<file path="src/rtl/uart_rx_fifo.sv">
// UART receiver (start / NB_DATA data / stop, oversampled on s_tick) feeding a show-ahead receive FIFO.
// Optional parity stage and parity_err port are compiled in with `define UART_RX_PARITY_EN.
module uart_rx_fifo #(
  parameter int NB_DATA    = 8,
  parameter int OVERSAMPLE = 16,
  parameter int SB_TICK    = 16,
  parameter int FIFO_DEPTH = 4,
  parameter int PARITY_ODD = 0
) (
  input  logic                          clock,
  input  logic                          reset,
  input  logic                          rx,
  input  logic                          s_tick,
  input  logic                          rd_en,
  output logic [NB_DATA-1:0]            dout,
  output logic                          empty,
  output logic                          full,
  output logic [$clog2(FIFO_DEPTH):0]   count,
  output logic                          rx_done_tick,
  output logic                          frame_err,
  output logic                          overrun_err,
`ifdef UART_RX_PARITY_EN
  output logic                          parity_err,
`endif
  output logic [2:0]                    o_dbg_state
);

  localparam int AW   = $clog2(FIFO_DEPTH);
  localparam int CW   = AW + 1;
  localparam int TMAX = (OVERSAMPLE > SB_TICK) ? OVERSAMPLE : SB_TICK;
  localparam int TW   = $clog2(TMAX);
  localparam int BW   = (NB_DATA > 1) ? $clog2(NB_DATA) : 1;

  localparam logic [TW-1:0] START_LAST = TW'(OVERSAMPLE / 2 - 1);
  localparam logic [TW-1:0] BIT_LAST   = TW'(OVERSAMPLE - 1);
  localparam logic [TW-1:0] STOP_LAST  = TW'(SB_TICK - 1);
  localparam logic [BW-1:0] NB_LAST    = BW'(NB_DATA - 1);
  localparam logic [CW-1:0] DEPTH_C    = CW'(FIFO_DEPTH);

`ifdef UART_RX_PARITY_EN
  typedef enum logic [2:0] {
    ST_IDLE   = 3'd0,
    ST_START  = 3'd1,
    ST_DATA   = 3'd2,
    ST_PARITY = 3'd3,
    ST_STOP   = 3'd4
  } state_t;
  localparam state_t ST_AFTER_DATA = ST_PARITY;
`else
  typedef enum logic [2:0] {
    ST_IDLE  = 3'd0,
    ST_START = 3'd1,
    ST_DATA  = 3'd2,
    ST_STOP  = 3'd4
  } state_t;
  localparam state_t ST_AFTER_DATA = ST_STOP;
`endif

  // Receiver registers
  logic               r_rx_meta;
  logic               r_rx_sync;
  state_t             r_state;
  logic [TW-1:0]      r_tick_cnt;
  logic [BW-1:0]      r_bit_cnt;
  logic [NB_DATA-1:0] r_shift;
  logic               r_done;
  logic               r_ferr;

  // FIFO registers
  logic [NB_DATA-1:0] r_mem [FIFO_DEPTH];
  logic [AW-1:0]      r_wr_ptr;
  logic [AW-1:0]      r_rd_ptr;
  logic [CW-1:0]      r_count;
  logic               r_oerr;

  logic w_par_ok;
  logic w_stop_sample;
  logic w_push;
  logic w_pop;
  logic w_wr;
  logic w_full;
  logic w_empty;

  always_ff @(posedge clock or negedge reset) begin
    if (!reset) begin
      r_rx_meta <= 1'b1;
      r_rx_sync <= 1'b1;
    end else begin
      r_rx_meta <= rx;
      r_rx_sync <= r_rx_meta;
    end
  end

`ifdef UART_RX_PARITY_EN
  logic r_par_bit;
  logic r_perr;
  assign w_par_ok   = ((^r_shift) ^ r_par_bit) == (PARITY_ODD != 0);
  assign parity_err = r_perr;
`else
  assign w_par_ok = 1'b1;
`endif

  // Final stop-bit tick: the one cycle in which a frame is judged.
  assign w_stop_sample = (r_state == ST_STOP) && s_tick && (r_tick_cnt == STOP_LAST);
  assign w_push        = w_stop_sample && r_rx_sync && w_par_ok;

  always_ff @(posedge clock or negedge reset) begin
    if (!reset) begin
      r_state    <= ST_IDLE;
      r_tick_cnt <= '0;
      r_bit_cnt  <= '0;
      r_shift    <= '0;
      r_done     <= 1'b0;
      r_ferr     <= 1'b0;
`ifdef UART_RX_PARITY_EN
      r_par_bit  <= 1'b0;
      r_perr     <= 1'b0;
`endif
    end else begin
      r_done <= 1'b0;
      r_ferr <= 1'b0;
`ifdef UART_RX_PARITY_EN
      r_perr <= 1'b0;
`endif
      case (r_state)
        ST_IDLE: begin
          if (!r_rx_sync) begin
            r_state    <= ST_START;
            r_tick_cnt <= '0;
          end
        end
        ST_START: begin
          if (s_tick) begin
            if (r_tick_cnt == START_LAST) begin
              r_tick_cnt <= '0;
              r_bit_cnt  <= '0;
              // A start bit that is already high again at mid-bit was a glitch.
              r_state    <= r_rx_sync ? ST_IDLE : ST_DATA;
            end else begin
              r_tick_cnt <= r_tick_cnt + 1'b1;
            end
          end
        end
        ST_DATA: begin
          if (s_tick) begin
            if (r_tick_cnt == BIT_LAST) begin
              r_tick_cnt <= '0;
              r_shift    <= {r_rx_sync, r_shift[NB_DATA-1:1]};
              if (r_bit_cnt == NB_LAST) begin
                r_state <= ST_AFTER_DATA;
              end else begin
                r_bit_cnt <= r_bit_cnt + 1'b1;
              end
            end else begin
              r_tick_cnt <= r_tick_cnt + 1'b1;
            end
          end
        end
`ifdef UART_RX_PARITY_EN
        ST_PARITY: begin
          if (s_tick) begin
            if (r_tick_cnt == BIT_LAST) begin
              r_tick_cnt <= '0;
              r_par_bit  <= r_rx_sync;
              r_state    <= ST_STOP;
            end else begin
              r_tick_cnt <= r_tick_cnt + 1'b1;
            end
          end
        end
`endif
        ST_STOP: begin
          if (s_tick) begin
            if (r_tick_cnt == STOP_LAST) begin
              r_tick_cnt <= '0;
              r_state    <= ST_IDLE;
              // Framing error outranks parity error; only one pulse per frame.
              if (!r_rx_sync) begin
                r_ferr <= 1'b1;
              end else if (w_par_ok) begin
                r_done <= 1'b1;
              end else begin
`ifdef UART_RX_PARITY_EN
                r_perr <= 1'b1;
`endif
              end
            end else begin
              r_tick_cnt <= r_tick_cnt + 1'b1;
            end
          end
        end
        default: r_state <= ST_IDLE;
      endcase
    end
  end

  // Read side: !empty acts as valid and rd_en as ready; a pop happens only when both are high.
  assign w_full  = (r_count == DEPTH_C);
  assign w_empty = (r_count == '0);
  assign w_pop   = rd_en && !w_empty;
  assign w_wr    = w_push && (!w_full || w_pop);

  always_ff @(posedge clock or negedge reset) begin
    if (!reset) begin
      r_wr_ptr <= '0;
      r_rd_ptr <= '0;
      r_count  <= '0;
      r_oerr   <= 1'b0;
      for (int i = 0; i < FIFO_DEPTH; i++) begin
        r_mem[i] <= '0;
      end
    end else begin
      r_oerr <= w_push && w_full && !w_pop;
      if (w_wr) begin
        r_mem[r_wr_ptr] <= r_shift;
        r_wr_ptr        <= r_wr_ptr + 1'b1;
      end
      if (w_pop) begin
        r_rd_ptr <= r_rd_ptr + 1'b1;
      end
      case ({w_wr, w_pop})
        2'b10:   r_count <= r_count + 1'b1;
        2'b01:   r_count <= r_count - 1'b1;
        default: r_count <= r_count;
      endcase
    end
  end

  assign dout         = r_mem[r_rd_ptr];
  assign empty        = w_empty;
  assign full         = w_full;
  assign count        = r_count;
  assign rx_done_tick = r_done;
  assign frame_err    = r_ferr;
  assign overrun_err  = r_oerr;
  assign o_dbg_state  = r_state;

endmodule
</file>
<file path="config.mk">
export PLATFORM = sky130hd
export DESIGN_NAME = uart_rx_fifo
export DESIGN_NICKNAME = d
export VERILOG_FILES = /design/src/rtl/uart_rx_fifo.sv
export SDC_FILE = /design/constraint.sdc
export NUM_CORES = 1
export LEC_CHECK = 0
export CAP_MARGIN = 40
export CORE_UTILIZATION = 57
export DETAILED_ROUTE_END_ITERATION = 6
export HOLD_SLACK_MARGIN = 0.03
export PLACE_DENSITY = 0.79
export SYNTH_ARGS = -nofsm -noshare
export SYNTH_HDL_FRONTEND = slang
export SYNTH_SLANG_ARGS = --single-unit
export TNS_END_PERCENT = 1
</file>
<file path="constraint.sdc">
create_clock -name clock -period 2.95 [get_ports clock]
set_input_delay 0.295 -clock clock [delete_from_list [all_inputs] [get_ports clock]]
set_output_delay 0.295 -clock clock [all_outputs]
set_load 0.02 [all_outputs]
</file>
# Word-level counts from Yosys, hierarchy flattened
# Cells that the tools add are included.
dict set report totals {
  ff_bits 62
  inputBits 5
  elab_cells 105
}
dict set report op_classes {
  add_sub_neg 6
  order_cmp 3
  n_eq_ne 19
  mux 37
  bitwise_logic 2
  reduce_logical 22
}
# cell count
set op_table {}
lappend op_table {{2-to-1 mux 3 bit} 13}
lappend op_table {{bitwise mux 32 bit} 1}
lappend op_table {{2-to-1 mux 8 bit} 3}
lappend op_table {{2-to-1 mux 4 bit} 5}
lappend op_table {{binary-select mux 8 bit (select 2 bit)} 1}
lappend op_table {{demux 8 bit (select 2 bit)} 1}
lappend op_table {{!= test 2 bit, second input constant} 8}
lappend op_table {{case mux 3 bit (2 select lines)} 2}
lappend op_table {{case mux 3 bit (4 select lines)} 1}
lappend op_table {{case mux 4 bit (3 select lines)} 1}
lappend op_table {{equality test 3 bit, second input constant} 3}
lappend op_table {{logical AND 1 bit} 8}
lappend op_table {{2-to-1 mux 1 bit} 8}
lappend op_table {{AND reduction 8 bit} 1}
lappend op_table {{adder 3 x 1 -> 3 bit, second input constant} 2}
lappend op_table {{greater-or-equal comparator 3 bit, second input constant} 2}
lappend op_table {{logical NOT 3 bit} 2}
lappend op_table {{inverter 2 -> 3 bit} 2}
lappend op_table {{AND reduction 6 bit} 1}
lappend op_table {{adder 2 x 1 -> 2 bit, second input constant} 2}
lappend op_table {{adder 4 x 1 -> 4 bit, second input constant} 1}
lappend op_table {{equality test 4 x 3 -> 1 bit, second input constant} 1}
lappend op_table {{equality test 4 bit, second input constant} 1}
lappend op_table {{!= test 2 x 1 -> 1 bit, second input constant} 2}
lappend op_table {{14 further kinds} 17}

# Logic depth before layout (Yosys ltp)
dict set report logic_depth {
  ltp_word 7
  ltp_mapped 8
  ltp_nobuf 8
}

# Worst setup path after synthesis
# OpenSTA, ideal clock, no wires.
dict set report synth_timing {
  kind {reg-to-reg}
  startpoint {register r_count[0] (netlist: count[0])}
  endpoint {register r_count[2] (netlist: count[2])}
  setup_time_ns 0.104
  arrival_time_ns 2.156
  required_ns 2.846
  setup_slack_ns 0.690
  stages_incl_launch_ff 7
  path_buffers 0
  period_less_slack_ns 2.260
  path_cell_list {dfrtp_1 -> o31ai_1 -> nor2_1 -> fa_1 -> a211oi_1 -> a311oi_1 -> a221oi_1}
}
dict set report synth_via {
  elab_chain_cells 7
  word_cells_on_any_way 13
}
# element line_no
set synth_lines {}
lappend synth_lines {{start: declaration} 73} ;# logic [CW-1:0] r_count;
lappend synth_lines {{start signal: assignment} 222} ;# 2'b10: r_count <= r_count + 1'b1;
lappend synth_lines {{start signal: assignment} 223} ;# 2'b01: r_count <= r_count - 1'b1;
lappend synth_lines {{start signal: assignment} 224} ;# default: r_count <= r_count;
lappend synth_lines {{logical NOT 3 bit} 199} ;# assign w_empty = (r_count == '0);
lappend synth_lines {{logical NOT 1 bit} 200} ;# assign w_pop = rd_en && !w_empty;
lappend synth_lines {{logical AND 1 bit} 200}
lappend synth_lines {{logical OR 1 bit} 201} ;# assign w_wr = w_push && (!w_full || w_pop);
lappend synth_lines {{logical AND 1 bit} 201}
lappend synth_lines {{equality test 2 x 1 -> 1 bit or equality test 2 bit (tied branches)} 221} ;# case ({w_wr, w_pop})
lappend synth_lines {{case mux 3 bit (2 select lines) or nonzero test 2 bit (tied branches)} --}
# Parallel ways exist; a longest one is shown, timed or not.
# A chain may end at the register's enable or synchronous reset.

# Final worst setup path
dict set report layout_timing {
  startpoint {register r_state[1] (netlist: o_dbg_state[1])}
  endpoint {register r_count[2] (netlist: count[2])}
}
dict set report layout_via {
  elab_chain_cells 7
  word_cells_on_any_way 9
}
# element line_no
set layout_lines {}
lappend layout_lines {{start: declaration} 62} ;# state_t r_state;
lappend layout_lines {{start signal: assignment} 138} ;# r_state <= r_rx_sync ? ST_IDLE : ST_DATA;
lappend layout_lines {{equality test 3 bit (*)} 104} ;# assign w_stop_sample = (r_state == ST_STOP) && s_tick && (r_tick_cnt == STOP_LAST);
lappend layout_lines {{logical AND 1 bit (*) (2 in series)} 104}
lappend layout_lines {{logical AND 1 bit (*)} 105} ;# assign w_push = w_stop_sample && r_rx_sync && w_par_ok;
lappend layout_lines {{logical AND 1 bit (*)} 201}
lappend layout_lines {{equality test 2 x 1 -> 1 bit or equality test 2 bit (tied branches)} 221}
lappend layout_lines {{case mux 3 bit (2 select lines) or nonzero test 2 bit (tied branches)} --}
# Mark *: on every way between the ends. The rest lies on a longest branch, timed or not.

==> key figures <==
Run status
  – Status: complete, no violations

Yosys
  – Synth area leader: dfrtp_1
  – Syn avg cell area: 13.71 um^2
  – Post-synth top area share: 0.5190
  – Most numerous cell in the Yosys netlist: dfrtp_1
  – Synth Cell Area: 2893 um^2
  – Post-Syn Nets: 224
  – Ys Warns: 0
  – Synthesized flop and latch total: 62
  – Dominant synthesized flop cell: dfrtp_1
  – Mapped Cells: 211
  – Post-synthesis cell type count: 44
  – Synth area leaders: dfrtp_1, mux2_2, mux4_2
  – Commonest cells post-synth: dfrtp_1, mux2_2, nor2_1
  – Seq/Total Area, Yosys: 0.5372
  – Number of enable flip-flop cells after synthesis: 0
  – Ys async rst share: 1.000

Placed design
  – RD Place Congestion: 0.8636
  – Number of port buffers: 23
  – Final HPWL DP: 3545 um

Timing
  – Post-route clock skew: 0.006323 ns
  – Period utilization: 0.8611
  – Final Hold Violating Endpoints: 0
  – Crit path time final: 2.540 ns
  – Unrepaired setup endpoints after global routing: no
  – Maximum operating frequency: 0.3937 GHz
  – Slew @ Worst Pin: 0.7320 ns
  – Max-slew headroom: 0.5078
  – Pins Over Slew Limit: 0
  – Final TNS setup: 0 ns
  – Final setup vio count: 0
  – Worst hold slack: 0.3650 ns

Detailed routing
  – Drt drc: 0
  – Initial DRC count: 77
  – WL per Instance: 16.90 um
  – Initial DRT Pass Iterations: 4
  – Vias per Instance: 5.766
  – Post-route antenna net violation count: 0
  – Routed WL: 5340 um
  – Vias: 1,822

GRT
  – Total gr overflow: 0
  – Overall Global Routing Usage: 0.2368
  – Largest net degree at the start of global routing: 32
  – Initial antenna violation count: 0
  – First-pass GRT wire length: 9128 um
  – Number of global-route vias before repair: 1,867

CTS
  – Clk root buf: clkbuf_8
  – CTS buffer count: 9
  – Clock Pin Slew Worst Setup and Hold Paths: 0.07 ns
  – Clock Latency Late Sink: 0.33 ns
  – Sink Count: 62
  – CTS resizes: 0
  – H-tree levels: 3
  – Max Buffers Root-to-Sink: 2
  – CTS tree: done

Floorplanning
  – Core ar.: 4817 um^2
  – Initial Util: 0.6005
  – Die Area: 5364 um^2
  – Floorplan row count: 25
  – Die W: 73.24 um
  – Die Span Y: 73.24 um
  – I/O pin cnt: 24

Hold path
  – Hold path startpoint: r_rx_meta
  – Worst min path class: reg2reg

Layout
  – # nets final: 258
  – Post-layout utilization of the core: 0.7182
  – Share of cells above drive strength 1: 0.3092
  – ANT cells: 0
  – Layout area overhead: 19.59%

Pwr
  – Power Density: 626.7 nW/um^2
  – LEAKAGE: 1.664 nW
  – Max VDD drop: 0.6231 mV

Critical path
  – Worst R2R Path Depth: 7
  – Reg2reg end: count[2]
  – Critical Path AT: 2.77 ns
  – Crit. End Element: flop
  – CP startpoint: o_dbg_state[1]
  – WP data required: 3.18 ns
  – Worst R2R Setup Slack: 0.41 ns
  – Max FO, Critical Path: 17
  – Critical path class: reg2reg
  – Worst setup SP type: flop
  – Worst setup path endpoint: count[2]
  – Worst r2r src: o_dbg_state[1]

Job
  – Max Cap Violations: 0
[worst max-delay path, stage by stage, from the launching register on]
cell	delay, ns
dfrtp_1	0.56
nor4bb_1	0.46
and2_1	0.25
nor2_1	0.08
fa_1	0.44
a211oi_1	0.31
a311oi_1	0.09
a221oi_1	0.24
[per-stage QoR]
stage	cells	instance area (um^2)	power [mW]	worst slack, ns
final	316	3460	2.168	0.4097
after global routing	316	3460	2.262	0.08468
after CTS	316	3460	2.175	0.3793
after detailed placement	300	3213	1.278	0.3484
after global placement	300	3213	1.264	0.4343
after floorplan	211	2893	1.170	0.6897
[repair_timing]
action,in CTS,in global routing
hold endpoints to repair,27,0
endpoints found under the setup margin,0,0
buffers inserted,0,0
hold buffers,1,0
[final cells by class]
cell class | instances | area (um^2)
well taps | 67 | 83.83
multi-input cells | 137 | 1294
fillers | 350 | 1358
flip-flops and latches | 62 | 1554
repair buffers | 28 | 265.3
inverters | 7 | 26.28
clock buffers | 11 | 141.4
clock inverters | 4 | 95.09
[power breakdown]
group,switching (mW),internal (mW)
logic,0.175,0.127
registers,0.0824,0.893
clock network,0.312,0.579
total,0.569,1.60
[layer usage]
layer  vias to the layer above  routed length [um]  global-route usage
met2                        48                2579              0.3539
met1                       912                2428              0.3287
li1                        853                   -                   -
met4                         0                  90              0.1176
met3                         9                 242             0.05110
met5                         -                   0                   0
[logic make-up (layout without fill, tap and decap cells)]
family	count (synthesis)	in the layout	share of synthesized area
flip-flops	62	62	0.5372
AND/OR/NAND/NOR	47	47	0.09386
XOR/XNOR	5	5	0.01514
adder cells (fa/ha/maj)	8	8	0.03720
multiplexers	54	54	0.2409
buffers and inverters	12	50	0.01557
AO/OA/AOI/OAI	23	23	0.06013
[state kept, by name (all words and copies together), names as in the netlist, 2 cells and up]
signal,flops
r_shift,8
count,3
r_mem,32
r_bit_cnt,3
r_rd_ptr,2
r_wr_ptr,2
r_tick_cnt,4
o_dbg_state,3
[worst min-delay path by stage]
stage,cells after the start,slack [ns],to
5_1_grt,1,0.36,r_rx_meta
3_3_place_gp,0,0.35,r_rx_sync
4_1_cts,1,0.36,r_rx_meta
6_report,0,0.37,r_rx_sync
2_1_floorplan,0,-0.0006,count[0]
3_5_place_dp,0,0.35,r_rx_sync
[cell usage in the layout (no fill, tap or decap), types with 3 or more instances in the layout]
cell,count
mux4_2,8
buf_4,4
nor2_1,11
ha_1,7
clkdlybuf4s50_1,22
xor2_1,3
and2_1,4
inv_1,7
bufinv_16,3
mux2_2,43
nand3_1,3
nand2_2,4
dfrtp_1,60
o21ai_0,5
nor3_1,3
clkbuf_8,10
and3_1,3
nand2_1,8
Power figures use the tool's default switching activity.
